$ cat config.mk
export PLATFORM = sky130hd
export DESIGN_NAME = sonar_burst_tx
export DESIGN_NICKNAME = d
export VERILOG_FILES = /design/src/rtl/sonar_pkg.sv /design/src/rtl/sonar_burst_tx.sv
export SDC_FILE = /design/constraint.sdc
export NUM_CORES = 1
export LEC_CHECK = 0
export BUFFER_PORTS_ARGS = -buffer_cell sky130_fd_sc_hd__buf_2
export CORE_MARGIN = 5
export CORE_UTILIZATION = 57
export CTS_BUF_LIST = sky130_fd_sc_hd__clkbuf_16
export CTS_CLUSTER_SIZE = 40
export DETAILED_ROUTE_END_ITERATION = 8
export GPL_TIMING_DRIVEN = 0
export PLACE_DENSITY = 0.88
export SETUP_SLACK_MARGIN = 0.15
export SYNTH_ARGS = -nofsm -noshare
export SYNTH_HDL_FRONTEND = slang
export SYNTH_SLANG_ARGS = --single-unit
$ cat constraint.sdc
create_clock -name clk -period 2.6 [get_ports clk]
set_input_delay 0.52 -clock clk [delete_from_list [all_inputs] [get_ports clk]]
set_output_delay 0.52 -clock clk [all_outputs]
set_load 0.005 [all_outputs]
$ cat src/rtl/sonar_pkg.sv
// Shared sonar front-end definitions: transmit FSM states and clock/carrier constants.
package sonar_pkg;

    localparam int SONAR_CLK_HZ      = 20480000;
    localparam int SONAR_TX_HZ       = 40000;
    localparam int SONAR_HALF_PERIOD = SONAR_CLK_HZ / (2 * SONAR_TX_HZ);

    typedef enum logic [2:0] {
        IDLE   = 3'd0,
        PH_P   = 3'd1,
        DEAD_P = 3'd2,
        PH_N   = 3'd3,
        DEAD_N = 3'd4,
        RING   = 3'd5,
        FIN    = 3'd6
    } sonar_tx_state_t;

endpackage

$ cat src/rtl/sonar_burst_tx.sv
// Counted, dead-time-protected 40 kHz transducer burst with receiver blanking.
// Optional ringdown blanking after the burst is built when SONAR_TX_RINGDOWN_EN is defined.
module sonar_burst_tx
    import sonar_pkg::*;
#(
    parameter int HALF_PERIOD = SONAR_HALF_PERIOD,
    parameter int DEAD_TIME   = 4,
    parameter int CNT_W       = 8,
    parameter int RINGDOWN    = 1024
) (
    input  logic             clk,
    input  logic             rst,
    input  logic             start,
    input  logic [CNT_W-1:0] burst_cycles,
    input  logic             abort,
    output logic             drive_p,
    output logic             drive_n,
    output logic             busy,
    output logic             blank,
    output logic             done
);

    localparam int TMR_W = $clog2(HALF_PERIOD) + 1;
    localparam logic [TMR_W-1:0] PH_LOAD   = TMR_W'(HALF_PERIOD - DEAD_TIME - 1);
    localparam logic [TMR_W-1:0] DEAD_LOAD = TMR_W'(DEAD_TIME - 1);

    if (DEAD_TIME < 1 || DEAD_TIME >= HALF_PERIOD || RINGDOWN < 1) begin : g_bad_param
        $error("sonar_burst_tx: illegal DEAD_TIME/HALF_PERIOD/RINGDOWN");
    end

    sonar_tx_state_t  state, state_next;
    logic [TMR_W-1:0] tmr, tmr_next;
    logic [CNT_W-1:0] cyc, cyc_next;
    logic             drive_p_next, drive_n_next, busy_next, done_next;

`ifdef SONAR_TX_RINGDOWN_EN
    localparam int RING_W = $clog2(RINGDOWN) + 1;
    localparam logic [RING_W-1:0] RING_LOAD = RING_W'(RINGDOWN - 1);
    logic [RING_W-1:0] ring_cnt, ring_next;
`endif

    always_comb begin
        state_next = state;
        tmr_next   = tmr;
        cyc_next   = cyc;
`ifdef SONAR_TX_RINGDOWN_EN
        ring_next  = ring_cnt;
`endif
        case (state)
            IDLE: begin
                if (start && !abort && burst_cycles != '0) begin
                    state_next = PH_P;
                    tmr_next   = PH_LOAD;
                    cyc_next   = burst_cycles;
                end
            end
            PH_P: begin
                if (tmr == '0) begin
                    state_next = DEAD_P;
                    tmr_next   = DEAD_LOAD;
                end else begin
                    tmr_next = tmr - TMR_W'(1);
                end
            end
            DEAD_P: begin
                if (tmr == '0) begin
                    state_next = PH_N;
                    tmr_next   = PH_LOAD;
                end else begin
                    tmr_next = tmr - TMR_W'(1);
                end
            end
            PH_N: begin
                if (tmr == '0) begin
                    state_next = DEAD_N;
                    tmr_next   = DEAD_LOAD;
                end else begin
                    tmr_next = tmr - TMR_W'(1);
                end
            end
            DEAD_N: begin
                if (tmr == '0) begin
                    cyc_next = cyc - CNT_W'(1);
                    if (cyc == CNT_W'(1)) begin
`ifdef SONAR_TX_RINGDOWN_EN
                        state_next = RING;
                        ring_next  = RING_LOAD;
`else
                        state_next = FIN;
`endif
                        tmr_next = '0;
                    end else begin
                        state_next = PH_P;
                        tmr_next   = PH_LOAD;
                    end
                end else begin
                    tmr_next = tmr - TMR_W'(1);
                end
            end
`ifdef SONAR_TX_RINGDOWN_EN
            RING: begin
                if (ring_cnt == '0) begin
                    state_next = FIN;
                end else begin
                    ring_next = ring_cnt - RING_W'(1);
                end
            end
`endif
            FIN:     state_next = IDLE;
            default: state_next = IDLE;
        endcase

        // Abort overrides every transition; the IDLE case above already drops start.
        if (abort && state != IDLE) begin
            state_next = IDLE;
            tmr_next   = '0;
            cyc_next   = '0;
`ifdef SONAR_TX_RINGDOWN_EN
            ring_next  = '0;
`endif
        end
    end

    // Outputs are registered decodes of the next state, so they line up with the state register.
    always_comb begin
        drive_p_next = (state_next == PH_P);
        drive_n_next = (state_next == PH_N);
        busy_next    = (state_next == PH_P) || (state_next == DEAD_P) ||
                       (state_next == PH_N) || (state_next == DEAD_N) ||
                       (state_next == RING);
        done_next    = (state_next == FIN);
    end

    always_ff @(posedge clk) begin
        if (rst) begin
            state   <= IDLE;
            tmr     <= '0;
            cyc     <= '0;
            drive_p <= 1'b0;
            drive_n <= 1'b0;
            busy    <= 1'b0;
            blank   <= 1'b0;
            done    <= 1'b0;
        end else begin
            state   <= state_next;
            tmr     <= tmr_next;
            cyc     <= cyc_next;
            drive_p <= drive_p_next;
            drive_n <= drive_n_next;
            busy    <= busy_next;
            blank   <= busy_next;
            done    <= done_next;
        end
    end

`ifdef SONAR_TX_RINGDOWN_EN
    always_ff @(posedge clk) begin
        if (rst) begin
            ring_cnt <= '0;
        end else begin
            ring_cnt <= ring_next;
        end
    end
`endif

endmodule

==> results.txt <==
- Buffering stage count on the worst path with inverters included: 2
- Port Buf Inserts: 16
* Largest fanout on the critical path: 8
- Summing the areas of all compound-gate instances in the mapped netlist gives 26.8% of the synthesized area.
- Global routing consumed, over all layers together, 21.7% of the routing resources.
- For this run, the slowest stage of the critical path takes 0.49 ns.
* Via count of the first global-routing pass: 1398
* Cell taking the most area after synthesis: dfxtp_1
* Kind of start point of the critical path: register
- Post-synthesis cell area: 0.00146 mm2
- Counting flops and latches in the post-synthesis netlist gives 24.
- Cells taking the most area after synthesis: dfxtp_1, a21oi_1, o21ai_0
- Based on the critical path, the design can be clocked at up to 458 MHz.
- Count of inserted antenna diode cells: 0
* Actual slew at the worst max-slew pin: 0.718 ns
* TritonCTS clock tree: built
- Dominant combinational cell family by area after synthesis: simple AND/OR/NAND/NOR gates
- Of the post-synthesis cell area, the dominant cell type holds 32.8%.
* Hold-fix buffer count after cts: 0
* Final-layout fill cell count: 204
- Between clock sinks in the finished design, the worst skew comes to 0.00370 ns.
* Syn Nets: 203
- Cell depth of the worst hold path: 2
* Remaining global-route overflow: 0
- Total stage count of the critical path: 9
- Maximum level of the CTS H-tree: 1
- Worst Hold Class: reg2reg
* Synthesized netlist cell count: 187
* Main synth FF type: dfxtp_1
* Fraction of registers with async set/reset: 0%
- Max-cap violation count: 0
* Standard cell with the maximum stage delay on the critical path: a21oi_1
* Slew margin rel.: 51.7%
* Power per cell area: 632 mW/mm2
* Result of the run: completed
- Of the synthesized area, sequential elements account for 32.8%.
- At the worst endpoint, the arrival time is 2.32 ns.
* Total setup buffers inserted after CTS: 0
- Vias: 1496
- In the finished design, the share of the clock period the worst path needs comes to 84.0%.
- Type of destination of the critical path: register
- The final layout contains routed wiring with a total length of 3.63 mm.
- For this configuration, the core starts out at a cell density of 59.1%.
* Share of post-route cells with drive strength above 1: 18.8%
- Hold Violations, Final: 0
- Most frequent cell on the critical path: a21oi_1
- The first routing iteration left 99 violations.
- In this run the deepest clock path goes through 2 buffers.
* Total die area: 0.00368 mm2
- RSZ-0062 raised after global routing: false
* Adder-cell area share of the yosys netlist: 4.10%
- Distinct cell type count after synthesis: 49
- # nets final: 224
- Entering global routing, the biggest net connects 14 pins.
- From left edge to right edge, the die measures 60.7 um.
* Area growth from synthesis to layout: 13.4%
- The number of antenna violations at the first check in global routing is 0.
- The root buffer cell chosen for the clock tree is clkbuf_16.
- For this design the static power due to leakage is 0.693 nW.
- Residual DRC count: 0
* Number of enable flip-flop cells after synthesis: 0
* Depth of the most critical reg-to-reg path: 9
- TritonRoute pass-1 iters: 6
- Overall power: 1.05 mW
- The floorplan has 18 rows.
- Global-route wire length before repair: 6.00 mm
- Post-synthesis mux area share: 0%
- Count of nets left with antenna violations after detail routing: 0
- Yosys printed 0 warnings.
- Gates resized during post-CTS repair numbered 0.
* Last weighted congestion value of the routability-driven placer: 0.941
- Synthesized-area fraction occupied by and/or/nand/nor cells: 30.3%
* Vert. Die Dim: 60.7 um
- Setup violations remaining at the end of the flow were counted as 0.
- Reg clk slew, reported paths: 0.06 ns
- TritonCTS created 3 clock buffers.
- Max VDD drop: 0.477 mV
* Detail Placement HPWL: 2.64 mm
- For the worst setup path, the data required time is 2.74 ns.
- After Yosys synthesis, XOR and XNOR cells account for 0% of the synthesized area.
- A synthesized cell averages 7.83 um2.
- After detailed routing, the average wire length per cell comes to 15.3 um.
* Number of slew-limit violations in the final report: 0
- On the critical path the largest part of the delay comes from compound AO/OA/AOI/OAI gates.
- CP cell instances: inv_1 -> ha_1 -> nor3b_1 -> and3_1 -> clkbuf_2 -> a21oi_1 -> a211oi_1 -> a21oi_1 -> nor2_1
* Clock period minus worst slack: 2.18 ns
- Placeable core area: 0.00248 mm2
- Summed over all failing endpoints, the final setup total negative slack is 0 ns.
* Top-level I/O count: 17
* Routed vias/inst: 6.31
- Clock latency at the later pin of the worst-skew pair: 0.26 ns
- The clock net in this run drives a total of 24 sinks.
- Type of the worst setup path: reg2reg
-- worst register-to-register path: cells and delay by family, from the launching register on --
family,cells,cell delay (ns)
AND/OR/NAND/NOR,3,0.39
adder cells (fa/ha/maj),1,0.21
AO/OA/AOI/OAI,3,0.81
flip-flops,1,0.40
buffers and inverters,2,0.25
-- worst paths after layout --
| kind | from | to | slack [ns] |
|---|---|---|---|
| setup / recovery | tmr[0] | tmr[1] | 0.42 |
| setup reg to reg | tmr[0] | tmr[1] | 0.42 |
| hold / removal | cyc[6] | cyc[6] | 0.53 |
| hold reg to reg | cyc[6] | cyc[6] | 0.53 |
-- flip-flops by register name (all words and copies together), names as in the netlist --
name / flops
tmr: 9
cyc: 8
state: 3
blank: 1
done: 1
drive_n: 1
drive_p: 1
-- metal layers --
| metal | vias up | track usage (%) | share of wire [%] |
|---|---|---|---|
| li1 | 721 | - | - |
| met1 | 690 | 25.0 | 41 |
| met2 | 70 | 38.8 | 49 |
| met3 | 15 | 3.19 | 6.9 |
| met4 | 0 | 10.8 | 2.8 |
| met5 | - | 0 | 0 |
-- cells in the mapped netlist (2+ instances only) --
cell type	n
a211oi_1	5
o41ai_1	2
nand3_1	3
inv_1	7
nand2b_1	7
a21oi_1	23
nor3b_1	3
o21ai_0	16
o21ai_1	4
or2_1	2
nand2_1	20
ha_1	4
and3_1	2
clkbuf_1	2
nand3b_1	2
nand4_1	2
dfxtp_1	24
buf_6	2
buf_2	3
nor2_1	19
a22oi_1	3
nor3_1	2
nor4_1	4
-- cell usage in the layout (no fill, tap or decap), types with 2 or more instances in the layout --
cell | synthesis | final
dfxtp_1 | 24 | 24
a21oi_1 | 23 | 23
nand2_1 | 20 | 20
buf_2 | 3 | 19
nor2_1 | 19 | 19
o21ai_0 | 16 | 16
inv_1 | 7 | 7
nand2b_1 | 7 | 7
a211oi_1 | 5 | 5
nor4_1 | 4 | 4
o21ai_1 | 4 | 4
ha_1 | 4 | 4
nor3b_1 | 3 | 3
a22oi_1 | 3 | 3
nand3_1 | 3 | 3
clkbuf_16 | 0 | 3
buf_6 | 2 | 2
and3_1 | 2 | 2
clkbuf_1 | 2 | 2
o41ai_1 | 2 | 2
or2_1 | 2 | 2
nand4_1 | 2 | 2
nor3_1 | 2 | 2
nand3b_1 | 2 | 2
-- where the power goes --
group	internal, mW	switching, mW	total (mW)
Combinational	0.108	0.167	0.275
Clock	0.206	0.133	0.339
Sequential	0.400	0.0346	0.435
Total	0.714	0.335	1.05
-- cell type report --
type                       count  area (um2)  area share, %
multi-input combinational    146         896           54.0
sequential                    24         480           28.9
timing repair buffer          16        80.1           4.82
clock buffer                   3        75.1           4.52
buffer                         9        57.6           3.47
tap                           30        37.5           2.26
inverter                       8        30.0           1.81
clock inverter                 1        3.75          0.226
-- per-stage QoR --
step / setup slack, ns / util (%) / hold slack [ns] / std cells / cell area [um2]
2_1_floorplan: 0.811 / - / 0.467 / 187 / 1460
3_5_place_dp: 0.447 / 63.8 / 0.500 / 233 / 1580
4_1_cts: 0.442 / 67.0 / 0.522 / 237 / 1660
5_1_grt: 0.211 / 67.0 / 0.535 / 237 / 1660
3_3_place_gp: 0.496 / 63.8 / 0.481 / 233 / 1580
6_report: 0.416 / 67.0 / 0.527 / 237 / 1660
-- cells by family after synthesis --
kind of cell               after synthesis
and+or+nand+nor                         78
AOI/OAI and AO/OA                       63
DFF                                     24
buffers and inverters                   17
adders and majority gates                5
No activity file was read; power rests on OpenSTA's default activity.
